### config.mk
export PLATFORM = sky130hd
export DESIGN_NAME = regfile_dump
export DESIGN_NICKNAME = d
export VERILOG_FILES = /design/src/rtl/regfile_dump.sv
export SDC_FILE = /design/constraint.sdc
export NUM_CORES = 1
export LEC_CHECK = 0
export CORE_ASPECT_RATIO = 1.1
export CORE_MARGIN = 2
export CORE_UTILIZATION = 41
export DETAILED_ROUTE_END_ITERATION = 6
export PLACE_DENSITY = 0.81
export SLEW_MARGIN = 20
export SYNTH_ARGS = -nofsm -noshare
export SYNTH_HDL_FRONTEND = slang
export SYNTH_SLANG_ARGS = --single-unit
### constraint.sdc
create_clock -name clk -period 2.65 [get_ports clk]
set_clock_uncertainty 0.15 [all_clocks]
set_input_delay 0.53 -clock clk [delete_from_list [all_inputs] [get_ports clk]]
set_output_delay 0.53 -clock clk [all_outputs]
set_load 0.05 [all_outputs]
### src/rtl/regfile_dump.sv
// Register-file read-out engine: sweeps an inclusive index range and
// streams each register value, tagged with its index, over valid/ready.
module regfile_dump #(
    parameter int N = 64
) (
    input  logic         clk,
    input  logic         reset,
    input  logic         start,
    input  logic [4:0]   first,
    input  logic [4:0]   last,
    output logic [4:0]   ra,
    input  logic [N-1:0] rd,
    output logic         out_valid,
    input  logic         out_ready,
    output logic [N-1:0] out_data,
    output logic [4:0]   out_idx,
    output logic         busy,
    output logic         done
);

    typedef enum logic [1:0] {
        IDLE,
        READ,
        VALID
    } state_t;

    state_t     state;
    state_t     state_nx;
    logic [4:0] idx;
    logic [4:0] last_q;
    logic       fin;

    // Final handshake: the word on the output is the last of the range
    assign fin = out_valid && out_ready && (out_idx == last_q);

    always_ff @(posedge clk) begin
        if (reset) state <= IDLE;
        else       state <= state_nx;
    end

    always_comb begin
        state_nx = state;
        unique case (state)
            IDLE:    if (start) state_nx = READ;
            READ:    state_nx = VALID;
            VALID:   if (fin) state_nx = IDLE;
            default: state_nx = IDLE;
        endcase
    end

    always_comb begin
        busy = (state != IDLE);
        ra   = idx;
    end

    always_ff @(posedge clk) begin
        if (reset) begin
            idx       <= '0;
            last_q    <= '0;
            out_data  <= '0;
            out_idx   <= '0;
            out_valid <= 1'b0;
            done      <= 1'b0;
        end else begin
            done <= 1'b0;
            unique case (state)
                IDLE: begin
                    if (start) begin
                        idx    <= first;
                        last_q <= last;
                    end
                end
                READ: begin
                    out_data  <= rd;
                    out_idx   <= idx;
                    out_valid <= 1'b1;
                    idx       <= idx + 5'd1;
                end
                VALID: begin
                    if (fin) begin
                        out_valid <= 1'b0;
                        done      <= 1'b1;
                    end else if (out_ready) begin
                        out_data <= rd;
                        out_idx  <= idx;
                        idx      <= idx + 5'd1;
                    end
                end
                default: ;
            endcase
        end
    end

endmodule

==> results of run 1 <==
-- sequential cells by signal (all words and copies together) (netlist names) --
| name | count |
|---|---|
| out_data | 64 |
| done | 1 |
| ra | 5 |
| state | 2 |
| last_q | 5 |
| out_idx | 5 |
| out_valid | 1 |
-- kinds of logic after synthesis --
family                     count (synthesis)
buffers and inverters                     25
muxes                                     75
AOI/OAI and AO/OA                         19
adders and majority gates                  6
and+or+nand+nor                          107
DFF                                       83
xor gates and xnor gates                   5
-- metrics by stage --
step | setup WS [ns] | util
2_1_floorplan | 0.4182 | -
3_3_place_gp | 0.2829 | 0.6466
3_5_place_dp | 0.2126 | 0.6466
4_1_cts | 0.3384 | 0.6768
5_1_grt | 0.2677 | 0.6768
6_report | 0.3609 | 0.6768
-- Yosys cell counts, types with 5 or more instances --
cell type,number,share of area
a21oi_1,10,0.016
buf_2,7,0.011
clkbuf_1,9,0.010
dfxtp_1,83,0.52
ha_1,6,0.023
inv_1,5,0.0058
mux2i_1,74,0.23
nand2_1,10,0.012
nand2b_1,8,0.016
nand3_1,8,0.012
nor2_1,75,0.087
xor2_1,5,0.014
-- power by group --
| group | switching, W | internal [W] | total (W) |
|---|---|---|---|
| sequential | 0.000249 | 0.00166 | 0.00191 |
| combinational | 0.00250 | 0.00160 | 0.00410 |
| clock | 0.000451 | 0.000562 | 0.00101 |
-- cell type report --
type                            count  area, sq um  area share
Clock buffer                       11        141.4     0.02765
Clock inverter                      5        86.33     0.01688
Inverter                            5        18.77    0.003670
Multi-Input combinational cell    212         1455      0.2846
Sequential cell                    83         1662      0.3249
Tap cell                          105        131.4     0.02569
Timing Repair Buffer              162         1619      0.3166
-- metal layers --
metal  global-route usage  wire length [um]  up-vias
met1               0.2332              3437     1257
met3              0.05290               493       12
met2               0.3193              3989       83
met5                    0                 0        -
met4              0.07110               152        0
li1                     -                 -     1372
-- worst paths after layout --
check	from	end	slack, ns	cells after the start
hold reg to reg	last_q[1]	last_q[1]	0.32	2
setup / recovery	ra[0]	ra[0]	0.36	1
hold / removal	last_q[1]	last_q[1]	0.32	2
setup reg to reg	state[0]	out_data[47]	0.47	8
==> out/qor.yml, run 1 <==
grt:
  grt.overflow.total: 0
  grt_max_degree: 45
  grt_pass1_wl_um: 13250
  grt_pass1_vias: 2802
  antenna_found_initial: 0
  grt_usage: 0.1921
job:
  maxCapViolations: 0
logic_synthesis:
  synthMuxAreaShare: 0.2336
  synth_top_family_by_area: "multiplexers"
  synthesis.nets: 404
  yosys.area_share.adder: 0.02332
  synth_edf_count: 0
  synth_compound_area_frac: 0.03576
  synthArstFlopShare: 0
  yosysWarnings: 0
  synthXorXnorAreaFrac: 0.01360
  netlist_instances: 320
  synth-seq-area-share: 0.5161
  post_synth_and_or_nand_nor_area_fraction: 0.1411
  synthDistinctLibCells: 26
  syn_area_sq_mm: 0.003219
  ys_seq_elements: 83
  syn_avg_cell_area_sq_um: 10.06
  synthFlopType: "dfxtp_1"
critical_path:
  critPathKind: "register to output port"
  slowest_delay_ns: 0.85
  cp_max_fo: 6
  worstPathRequired_ns: 1.97
  slowest_stage: "clkdlybuf4s50_1"
  crit_chain: "clkdlybuf4s50_1"
  end_kind: "output port"
  cp_data_arrival_time_ns: 1.61
  cpLargestDelayFamily: "buffers and inverters"
  critPathBufInv: 1
  worst_setup_path_start_kind: "register"
clock_network:
  cts-root-buf: "clkbuf_8"
  cts_inserted_buffers: 9
  ctsResizeCount: 0
  htreeDepth: 3
  clk_pin_slew_ns: 0.09
  ctsHoldBuffers: 0
  clock_path_buffers: 2
  cts_setup_buffers: 0
  clock_sinks: 83
  tritoncts: "done"
  clk_latency_ns: 0.34
die:
  die_y_um: 96.94
  io_pins: 155
  fp-row-count: 33
  start_util: 0.4261
  dieArea_sq_mm: 0.008577
  dieWidth_um: 88.49
  core_area_sq_mm: 0.007556
route:
  drc: 0
  drt_wl_total_um: 8072
  drt_pass1_iterations: 4
  drt-initial-drc-count: 48
  vias: 2724
  wl_per_cell_um: 13.85
  postRouteAntennaNets: 0
  via_per_inst: 4.672
timing:
  fmax_ghz: 0.4369
  maxSlewViolCount: 0
  finalSetupTns_ns: 0
  whs_ns: 0.3242
  finalSetupViolCount: 0
  rsz0062_at_grt: "no"
  layout_min_cycle_time_ns: 2.289
  finalHoldViolCount: 0
  relSlewSlack: 0.6399
  fin_crit_sh: 0.8638
  tightest_slew_ns: 0.5385
final_layout:
  drive_gt1_frac: 0.06067
  final_nets: 557
  antenna_cells: 0
  final_cell_area_sq_mm: 0.005114
  final_cell_mix: "152 x clkdlybuf4s50_1, 83 x dfxtp_1, 75 x nor2_1"
  final_common_cell: "clkdlybuf4s50_1"
  nFillCells: 623
  syn2layout_area_growth_pct: 58.84
  final_cells: 583
power:
  leakagePower_nw: 2.038
  total_power_w: 0.007025
  power-per-cell-area_mw_per_mm2: 1374
  ir_drop_mv: 0.7139
place:
  dpl_cell_area_sq_mm: 0.004886
  portBuffers: 154
  globalplace.congestion: 0.7868
  dp.cells: 567
  hpwl_um: 5867
worst_hold_path:
  min-delay-path-class: "register to register"
run_status:
  status: "finished, final reports clean"
Power figures use the tool's default switching activity.
==> run 2: changes to the inputs <==
- CORE_UTILIZATION: 41 -> 44
- PLACE_DENSITY: 0.81 -> 0.86
- clock period: 2.65 -> 2.8 ns (I/O delays scaled with it)
==> run 2 against run 1 <==
  * Clock-buffer cell count is the same
  * First-iteration DRC count grew 110%
  * Sequential cell count is the same
  * Die area shrank 6.5%
  * Utilization grew 3.8 points
  * Non-clock buffer count shrank 3
  * Largest cell class unchanged
==> out/qor.yml, run 2 (synthesis gave the netlist of run 1 again) <==
run_status:
  status: "finished, final reports clean"
clock_network:
  cts_inserted_buffers: 9
  ctsHoldBuffers: 0
  htreeDepth: 3
  cts-root-buf: "clkbuf_8"
  clk_latency_ns: 0.34
  cts_setup_buffers: 0
  tritoncts: "done"
  clk_pin_slew_ns: 0.07
  clock_sinks: 83
  ctsResizeCount: 1
  clock_path_buffers: 2
timing:
  finalHoldViolCount: 0
  rsz0062_at_grt: "no"
  tightest_slew_ns: 0.5417
  finalSetupViolCount: 0
  finalSetupTns_ns: 0
  relSlewSlack: 0.6389
  layout_min_cycle_time_ns: 2.529
  fmax_ghz: 0.3954
  maxSlewViolCount: 0
  whs_ns: 0.3271
  fin_crit_sh: 0.9032
die:
  core_area_sq_mm: 0.007047
  dieWidth_um: 85.56
  die_y_um: 93.71
  fp-row-count: 32
  dieArea_sq_mm: 0.008017
  start_util: 0.4569
  io_pins: 155
power:
  leakagePower_nw: 2.010
  power-per-cell-area_mw_per_mm2: 1291
  ir_drop_mv: 1.073
grt:
  grt_pass1_wl_um: 12830
  grt_usage: 0.2011
  grt.overflow.total: 0
  grt_max_degree: 38
  grt_pass1_vias: 2748
  antenna_found_initial: 0
critical_path:
  cp_max_fo: 7
  end_kind: "output port"
  worst_setup_path_start_kind: "register"
  critPathKind: "register to output port"
  cp_data_arrival_time_ns: 1.82
  worstPathRequired_ns: 2.09
final_layout:
  largest_reg_flops: 64
  antenna_cells: 0
  final_common_cell: "clkdlybuf4s50_1"
  regMostFlops: "out_data"
  multi_input_area_sq_mm: 0.001455
  nFillCells: 544
  final_nets: 554
  syn2layout_area_growth_pct: 56.35
  drive_gt1_frac: 0.05263
  seqCellArea_sq_mm: 0.001662
  final_cell_mix: "152 x clkdlybuf4s50_1, 83 x dfxtp_1, 75 x nor2_1"
place:
  hpwl_um: 5785
  globalplace.congestion: 0.8152
  portBuffers: 154
route:
  drc: 0
  postRouteAntennaNets: 0
  vias: 2759
  via_per_inst: 4.927
  wl_per_cell_um: 14.13
  drt_pass1_iterations: 4
  drt_wl_total_um: 7914
  drt-initial-drc-count: 99
job:
  maxCapViolations: 0
worst_hold_path:
  min-delay-path-class: "register to register"
run 2: critical path: stages, from the launching register on:
cell,delay (ns)
dfxtp_1,0.40
inv_1,0.10
ha_1,0.30
inv_1,0.14
dlygate4sd2_1,0.54
run 2: final timing paths:
path | start | to | slack, ns | cells after the start
setup / recovery | state[0] | busy | 0.27 | 4
hold / removal | last_q[0] | last_q[0] | 0.33 | 2
setup reg to reg | state[0] | out_data[34] | 0.66 | 8
hold reg to reg | last_q[0] | last_q[0] | 0.33 | 2
run 2: metrics by stage:
stage	utilization	std cells	total power [W]	setup slack [ns]	cell area, sq um
2_1_floorplan	-	320	0.004574	0.5682	3219
3_3_place_gp	0.6870	544	0.005633	0.3025	4841
3_5_place_dp	0.6870	544	0.005709	0.2198	4841
4_1_cts	0.7143	560	0.006565	0.2653	5034
5_1_grt	0.7143	560	0.006850	0.1941	5034
6_report	0.7143	560	0.006500	0.2710	5034
run 2: where the power goes:
part / leakage, nW / switching [W] / internal, W / total [W]
logic: 1.23 / 0.00234 / 0.00151 / 0.00385
clock network: 0.0991 / 0.000402 / 0.000432 / 0.000834
registers: 0.681 / 0.000243 / 0.00157 / 0.00181
total: 2.01 / 0.00299 / 0.00351 / 0.00650
run 2: routing by layer:
| layer | share of wire | GRT usage | wire length [um] |
|---|---|---|---|
| met5 | 0 | 0 | 0 |
| met1 | 0.41 | 0.2286 | 3234 |
| met2 | 0.51 | 0.3548 | 4000 |
| met3 | 0.067 | 0.05272 | 530 |
| met4 | 0.019 | 0.08466 | 148 |
run 2: area by class of cell:
cell class	count	share of cell area
clock buffers	11	0.02809
clock inverters	5	0.01044
inverters	5	0.003729
multi-input cells	212	0.2891
flip-flops and latches	83	0.3301
well taps	85	0.02113
repair buffers	159	0.3174
==> run 3: changes to the inputs <==
- ABC_AREA: default -> 0
- clock period: 2.8 -> 3.1 ns (I/O delays scaled with it)
==> run 3 against run 2 <==
  * Cell count shrank 0.18%
  * Die area is the same
  * Worst setup slack better by 0.0025 ns
  * Total power is 8.4% lower
  * Critical path depth stayed put
  * Routed wire length down 3.5%
  * Worst hold slack better by 0.0039 ns
  * Cell area rose by 0.25%
  * Utilization is 0.18 points higher
  * Critical endpoint unchanged
==> out/qor.yml, run 3 (synthesis gave the netlist of run 1 again) <==
run_status:
  status: "finished, final reports clean"
grt:
  grt_pass1_vias: 2740
  antenna_found_initial: 0
  grt.overflow.total: 0
  grt_usage: 0.1913
  grt_max_degree: 37
  grt_pass1_wl_um: 12210
critical_path:
  cp_data_arrival_time_ns: 2.06
  worstPathRequired_ns: 2.33
  rrSetupSlack_ns: 0.82
  end_kind: "output port"
  reg2regPathDepth: 8
  critPathKind: "register to output port"
  worst_setup_path_start_kind: "register"
  r2r_start: "state[0]"
  cp_max_fo: 7
  r2r-end: "out_data[22]"
power:
  power-per-cell-area_mw_per_mm2: 1180
  ir_drop_mv: 0.7530
  seq_power_share: 0.275
  internal_power_w: 0.003270
  p_sw_frac: 0.4506
  clkPwrFrac: 0.149
  leakagePower_nw: 2.013
  power_frac_comb: 0.576
  power.switching_w: 0.002682
clock_network:
  cts_setup_buffers: 0
  tritoncts: "done"
  cts-root-buf: "clkbuf_8"
  htreeDepth: 3
  clock_sinks: 83
  cts_inserted_buffers: 9
  clk_pin_slew_ns: 0.07
  ctsHoldBuffers: 0
  clk_latency_ns: 0.33
  clock_path_buffers: 2
  ctsResizeCount: 0
place:
  portBuffers: 154
  dp.cells: 544
  post-place-ws_ns: 0.3589
  globalplace.congestion: 0.8178
  dpl_cell_area_sq_mm: 0.004816
  hpwl_um: 5531
timing:
  finalSetupViolCount: 0
  maxSlewViolCount: 0
  setup_ws_ns: 0.2735
  finalHoldViolCount: 0
  rsz0062_at_grt: "no"
  relSlewSlack: 0.6080
  fmax_ghz: 0.3538
  finalSetupTns_ns: 0
  tightest_slew_ns: 0.5880
  layout_min_cycle_time_ns: 2.827
  fin_crit_sh: 0.9118
route:
  drt-initial-drc-count: 116
  wl_per_cell_um: 13.66
  drc: 0
  postRouteAntennaNets: 0
  drt_wl_total_um: 7635
  via_per_inst: 4.902
  drt_pass1_iterations: 4
  vias: 2740
final_layout:
  final_cell_area_sq_mm: 0.005046
  nFillCells: 530
  final_util: 0.7161
  final_cell_mix: "153 x clkdlybuf4s50_1, 83 x dfxtp_1, 75 x nor2_1"
  final_cells: 559
  syn2layout_area_growth_pct: 56.74
  largest_reg_flops: 64
  drive_gt1_frac: 0.05063
  regMostFlops: "out_data"
  antenna_cells: 0
  final_nets: 554
  final_common_cell: "clkdlybuf4s50_1"
die:
  start_util: 0.4569
  dieWidth_um: 85.56
  fp-row-count: 32
  core_area_sq_mm: 0.007047
  dieArea_sq_mm: 0.008017
  io_pins: 155
  die_y_um: 93.71
worst_hold_path:
  min_to: "last_q[1]"
  min-delay-path-class: "register to register"
  worst_hold_path.num_cells: 2
  worstHoldStart: "last_q[1]"
job:
  maxCapViolations: 0
-- run 3: changes by cell type in the layout (fill, tap and decap cells not counted) --
cell	change
buf_12	-2
dlygate4sd2_1	-1
clkbuf_8	-1
clkinv_2	-2
bufinv_16	+2
buf_4	+2
clkdlybuf4s50_1	+1
-- run 3: through the flow --
stage               hold WS [ns]  power, W
CTS                       0.3369  0.006007
global route              0.3569  0.006262
detailed placement        0.3246  0.005095
floorplan                 0.2981  0.004132
global placement          0.3054  0.005019
finish                    0.3310  0.005952
-- run 3: power groups by stage --
stage                     combinational, W  clock (W)  sequential (W)
after floorplan                    0.00137          0         0.00276
after global placement             0.00338          0         0.00164
after detailed placement           0.00344          0         0.00165
after CTS                          0.00346   0.000909         0.00164
after global routing               0.00363   0.000949         0.00168
final                              0.00343   0.000888         0.00163
-- run 3: worst max-delay path by stage --
stage,from,to,slack [ns],depth (start not counted)
floorplan,state[0],ra[0],0.87,8
global placement,out_ready,out_data[7],0.45,7
detailed placement,out_ready,out_data[7],0.36,7
CTS,state[0],busy,0.25,4
global route,state[0],busy,0.15,4
finish,state[0],busy,0.27,4
-- run 3: worst max-delay path: stages (launching register included) --
cell and delay [ns]:
dfxtp_1 0.39, inv_1 0.10, ha_1 0.29, inv_1 0.14
clkdlybuf4s50_1 0.81
-- run 3: layout make-up --
class | count | area [sq um] | share of cell area
Timing Repair Buffer | 159 | 1574 | 0.3119
Multi-Input combinational cell | 212 | 1455 | 0.2884
Tap cell | 85 | 106.4 | 0.02108
Clock inverter | 5 | 102.6 | 0.02033
Sequential cell | 83 | 1662 | 0.3293
Inverter | 5 | 18.77 | 0.003719
Clock buffer | 10 | 127.6 | 0.02529
-- run 3: routing by layer --
layer  share of wire  track usage  up-vias
li1                -            -     1360
met1            0.40       0.2131     1278
met2            0.51       0.3398       91
met3           0.071      0.05624       11
met4           0.015      0.07672        0
met5               0            0        -
